## config.mk

```make
export PLATFORM = sky130hd
export DESIGN_NAME = mem_arbiter
export DESIGN_NICKNAME = d
export VERILOG_FILES = /design/src/rtl/mem_arbiter.sv
export SDC_FILE = /design/constraint.sdc
export NUM_CORES = 1
export LEC_CHECK = 0
export CORE_AREA = 2 2 39 41
export DETAILED_ROUTE_END_ITERATION = 8
export DIE_AREA = 0 0 41 43
export DONT_BUFFER_PORTS = 1
export PLACE_DENSITY_LB_ADDON = 0.12
export SYNTH_ARGS = -nofsm -noshare
export SYNTH_HDL_FRONTEND = slang
export SYNTH_SLANG_ARGS = --single-unit
```

## constraint.sdc

```tcl
create_clock -name clk -period 1.3 [get_ports clk]
set_input_delay 0.39 -clock clk [delete_from_list [all_inputs] [get_ports clk]]
set_output_delay 0.39 -clock clk [all_outputs]
set_load 0.005 [all_outputs]
```

## src/rtl/mem_arbiter.sv

```systemverilog
// mem_arbiter: round-robin two-requester controller for the 4x4 matrix memory.
// Optional bounds check on the granted base address enabled by MEM_ARB_BOUNDS_EN.
`default_nettype none

module mem_arbiter #(
    parameter int ADDR_W   = 8,
    parameter int MAX_BASE = 85
) (
    input  logic              clk,
    input  logic              rst_n,
    input  logic              req0,
    input  logic              we0,
    input  logic [ADDR_W-1:0] addr0,
    input  logic              req1,
    input  logic              we1,
    input  logic [ADDR_W-1:0] addr1,
    output logic              mem_read,
    output logic              mem_write,
    output logic [ADDR_W-1:0] mem_addr,
    output logic              sel,
    output logic              busy,
    output logic              done0,
    output logic              done1,
    output logic              err0,
    output logic              err1
);

    typedef enum logic [1:0] {
        IDLE  = 2'd0,
        ISSUE = 2'd1,
        RESP  = 2'd2
    } state_t;

    state_t            state_q, state_d;
    logic              sel_q, sel_d;
    logic              we_q, we_d;
    logic              last_q, last_d;
    logic [ADDR_W-1:0] addr_q, addr_d;

    logic              gnt;
    logic              gnt_we;
    logic [ADDR_W-1:0] gnt_addr;

    // On a tie the requester that was not served last wins.
    assign gnt      = (req0 && req1) ? ~last_q : req1;
    assign gnt_we   = gnt ? we1 : we0;
    assign gnt_addr = gnt ? addr1 : addr0;

`ifdef MEM_ARB_BOUNDS_EN
    localparam logic [ADDR_W-1:0] MAX_BASE_C = ADDR_W'(MAX_BASE);
    logic err_q, err_d;
`endif

    always_comb begin
        state_d = state_q;
        sel_d   = sel_q;
        we_d    = we_q;
        last_d  = last_q;
        addr_d  = addr_q;
`ifdef MEM_ARB_BOUNDS_EN
        err_d   = err_q;
`endif
        case (state_q)
            IDLE: begin
                if (req0 || req1) begin
                    sel_d   = gnt;
                    we_d    = gnt_we;
                    addr_d  = gnt_addr;
                    state_d = ISSUE;
`ifdef MEM_ARB_BOUNDS_EN
                    err_d   = 1'b0;
                    // Out-of-range base skips the memory cycle entirely.
                    if (gnt_addr > MAX_BASE_C) begin
                        err_d   = 1'b1;
                        last_d  = gnt;
                        state_d = RESP;
                    end
`endif
                end
            end
            ISSUE: begin
                last_d  = sel_q;
                state_d = RESP;
            end
            RESP: begin
                state_d = IDLE;
`ifdef MEM_ARB_BOUNDS_EN
                err_d   = 1'b0;
`endif
            end
            default: state_d = IDLE;
        endcase
    end

    always_ff @(posedge clk) begin
        if (!rst_n) begin
            state_q <= IDLE;
            sel_q   <= 1'b0;
            we_q    <= 1'b0;
            last_q  <= 1'b1;
            addr_q  <= '0;
`ifdef MEM_ARB_BOUNDS_EN
            err_q   <= 1'b0;
`endif
        end else begin
            state_q <= state_d;
            sel_q   <= sel_d;
            we_q    <= we_d;
            last_q  <= last_d;
            addr_q  <= addr_d;
`ifdef MEM_ARB_BOUNDS_EN
            err_q   <= err_d;
`endif
        end
    end

    assign mem_read  = (state_q == ISSUE) && !we_q;
    assign mem_write = (state_q == ISSUE) && we_q;
    assign mem_addr  = addr_q;
    assign sel       = sel_q;
    assign busy      = (state_q != IDLE);
    assign done0     = (state_q == RESP) && !sel_q;
    assign done1     = (state_q == RESP) && sel_q;

`ifdef MEM_ARB_BOUNDS_EN
    assign err0 = err_q && (state_q == RESP) && !sel_q;
    assign err1 = err_q && (state_q == RESP) && sel_q;
`else
    assign err0 = 1'b0;
    assign err1 = 1'b0;
`endif

endmodule

`default_nettype wire

```

# Word level (Yosys, flattened, before mapping)
# Index checks and enable logic that the tools add are counted.
# word_totals
register_bits,13
out_inout_bits,16
word_cells,25
# classes
eq_ne,3
mux,5
bitwise,1
reduce_logical,11
# ops
cell,count
8-bit 2-to-1 mux,1
1-bit logical AND,5
2-bit case mux with 2 select lines,1
2-bit by 1-bit == test with 1-bit output (second input constant),1
2-bit == test (second input constant),1
1-bit logical NOT,2
2-bit logical NOT,1
1-bit 2-to-1 mux,2
2-bit 2-to-1 mux,1
2-bit != test (second input constant),1
2-bit AND reduction,1
2-bit nonzero test,1
1-bit logical OR,1
1-bit inverter,1

# Longest topological paths before layout
# logic_depth
depth_word,3
ltp_mapped,4
ltp_nobuf,4

# Worst setup path before layout
# No wires, ideal clock.
# synth_path
path_type,input -> register
from,input port req0
to,register addr_q[1] (netlist: mem_addr[1])
setup_time_ps,140
arrival_ps,925
required_ps,1160
slack_ps,235
stages,4
n_path_buf,1
cell_sequence,or2_1 -> buf_6 -> a21oi_1 -> a311oi_1
# synth_between
elab_chain_cells,3
word_cells_on_any_way,5
# synth_lines
element,line_no,source
start: declaration,11,"input logic req0,"
1-bit logical AND,45,assign gnt = (req0 && req1) ? ~last_q : req1;
1-bit 2-to-1 mux,45,
8-bit 2-to-1 mux,47,assign gnt_addr = gnt ? addr1 : addr0;
end signal: assignment,110,addr_q <= addr_d;
end: declaration,38,"logic [ADDR_W-1:0] addr_q, addr_d;"
# Several ways; a longest one is shown, not always the timed one.
# A chain may end at the register's enable or synchronous reset.

# Worst setup path after layout
# layout_path
from,register state_q[1]
to,output port mem_write
# layout_between
elab_chain_cells,2
# layout_lines
element,line_no,source
start: declaration,34,"state_t state_q, state_d;"
start signal: assignment,106,state_q <= state_d;
2-bit by 1-bit == test with 1-bit output,118,assign mem_write = (state_q == ISSUE) && we_q;
1-bit logical AND,118,
end: declaration,18,"output logic mem_write,"
# No other way between the ends.

==> run summary <==
R2R depth: 3
Final ANT Viol Nets: 0
CP cell instances: nand2b_4, nor2_4
Routed WL: 1423 um
ant diodes: 0
total grt overflow: 0
crit-path max cell delay: 340 ps
most common cell in the netlist: nand2_1
fillcell total: 142
main combinational cell family by area after synthesis: compound AO/OA/AOI/OAI gates
Yosys top cell area share: 0.4008
final cell utilization of the core: 0.5027
clock skew: 1.816 ps
ys async rst share: 0
Placed Cells: 89
number of synthesized flops with an enable pin: 0
Final Setup Violations: 0
Clock Tree Root: clkbuf_4
Seq cells post-synth: 13
wire per inst: 15.14 um
antenna violations before repair: 0
Synth area leader: dfxtp_1
Max VDD drop: 0.6719 mV
layout cells sized above 1: 0.2436
worst min-delay path endpoint: last_q$_SDFFE_PN1N_
Top Ports: 38
proportion of synthesized area in mux cells: 0.01541
r2r startpoint: last_q$_SDFFE_PN1N_
hold_sp: rst_n
cell row count: 14
Period minus WS final: 1262 ps
RePlAce Congestion: 0.6984
H-tree levels: 1
Critical-path top delay cell: dfxtp_2
total global-route track usage: 0.1759
Initial Util: 0.4693
Final Instance Count excl. Fillers: 94
Mean Syn Cell Area: 8.433 sq um
max-slew violations: 0
drt via density: 5.723
highest clock rate: 792.6 MHz
compound-gate portion of the synthesized area: 0.2620
iteration-0 DRC count of the detailed router: 5
Post-Synth Adder-Cell Area: 0
nature of the critical path endpoint: output port
worst path buffer plus inverter count: 0
Yosys warnings: 0
crit path DAT: 870 ps
Startpoint Class: flip-flop
Synth Flop Type: dfxtp_1
DP HPWL: 988.4 um
CTS Buf Count: 3
xor and xnor area share after synthesis: 0
Reg clk slew, reported paths: 80 ps
WP data required: 910 ps
drt pass-1 iters: 4
CTS sink count: 13
drt drc: 0
Core ar.: 0.001384 sq mm
DR vias: 538
worst hold path class: input port to flip-flop
CP max FO: 4
largest net degree at the start of global routing: 13
FF-to-FF End: mem_addr[1]$_SDFFE_PN0P_
Final Power: 0.9086 mW
outcome: completed
synth top area cells: dfxtp_1 (40%), a311oi_1 (12%), nand2_1 (11%)
Clock Latency Late Sink: 270 ps
CTS tree: built
NumNets Final: 101
final hold violation count: 0
Post-Syn Area: 649.4 sq um
R2R Setup Slk: 170 ps
setup TNS: 0 ps
most common library cells after synthesis: nand2_1 (19), dfxtp_1 (13), a311oi_1 (9), a21oi_1 (8), nor2_1 (5)
CTS Buffer Depth: 2
top cell family by delay on the critical path: flip-flops
Max-cap violations: 0
Hold Crit Depth: 1
vias in the first global route: 499
DIE HEIGHT: 43 um
CP Class: flip-flop to output port
sequential share of the synthesized area: 0.4008
pwr dens: 1306 mW/mm^2
period utilization: 0.9706
P_leak: 0.2773 nW
post-synthesis simple-gate area fraction: 0.2081
Yosys cell types: 22
Synth Instances: 77
die width: 41 um
hold_ws: 174.1 ps
Buffers on Ports: 0
Layout Area Growth over Synthesis: 7.129%
die area: 0.001763 sq mm
global-route wire length before repair: 2159 um
==> how the worst max path moves through the flow <==
stage / start / end / slack (ps) / depth (start not counted)
4_1_cts: state_q[1]$_SDFFE_PN0P_ / mem_write / 3 / 2
6_report: state_q[1]$_SDFFE_PN0P_ / mem_write / 40 / 2
3_5_place_dp: state_q[0]$_SDFFE_PN0P_ / mem_addr[2]$_SDFFE_PN0P_ / 80 / 4
5_1_grt: state_q[1]$_SDFFE_PN0P_ / mem_write / -20 / 2
3_3_place_gp: state_q[0]$_SDFFE_PN0P_ / mem_addr[2]$_SDFFE_PN0P_ / 110 / 4
2_1_floorplan: req0 / mem_addr[1]$_SDFFE_PN0P_ / 240 / 4
==> metrics by stage <==
stage	setup slack [ps]	cell area (sq um)
finish	38.25	695.7
global route	-15.78	695.7
CTS	3.452	665.6
detailed placement	80.35	621.8
global placement	110.3	621.8
floorplan	235.1	653.1
==> area by class of cell <==
type	instances	area, sq um	share of cell area
repair buffers	2	15.01	0.02158
flip-flops and latches	13	265.3	0.3813
clock buffers	4	26.28	0.03777
inverters	3	11.26	0.01619
well taps	16	20.02	0.02878
multi-input cells	56	357.8	0.5144
==> what timing repair did <==
| item | in CTS | in global routing |
|---|---|---|
| resized for setup | 5 | 8 |
| setup buffers | 0 | 1 |
| endpoints found under the setup margin | 4 | 12 |
| pin swaps | 1 | 1 |
| hold buffers | 0 | 0 |
==> cells by family after synthesis <==
| group | Yosys count |
|---|---|
| other cells | 1 |
| flops | 13 |
| simple gates | 31 |
| buf+inv | 9 |
| mux | 1 |
| compound gates | 22 |
==> power breakdown <==
part	switching [mW]	internal, mW
Clock	0.131	0.119
Combinational	0.101	0.0737
Sequential	0.0405	0.444
==> registers in the layout, indices dropped and copies added, names as in the netlist <==
name and flops:
mem_addr 8, last_q 1, we_q 1, sel 1, state_q 2
==> metal layers <==
layer / vias to the layer above / share of wire / GRT usage / wire length (um)
met5: - / 0 / 0 / 0
met4: 0 / 0 / 0.06000 / 0
met3: 0 / 0.12 / 0.05759 / 176
met2: 25 / 0.46 / 0.2375 / 659
met1: 247 / 0.41 / 0.2566 / 587
li1: 266 / - / - / -
==> layout by cell type, fill, tap and decap left out, drive strengths merged <==
cell type and count:
a21bo 1, nand2b 1, clkbuf 4, a21boi 1
nand3 1, buf 2, o21ai 1, dfxtp 13
or2 1, nor2 6, conb 2, a21oi 10
a311oi 9, nor3b 1, nor3 1, inv 3
and3b 1, mux2i 1, nand2 19
==> worst register-to-register path, cell delays in order, from the launching register on <==
cell	delay (ps)
dfxtp_1	400
a21bo_1	300
nand2_1	90
a311oi_1	260
Power figures use the tool's default switching activity.
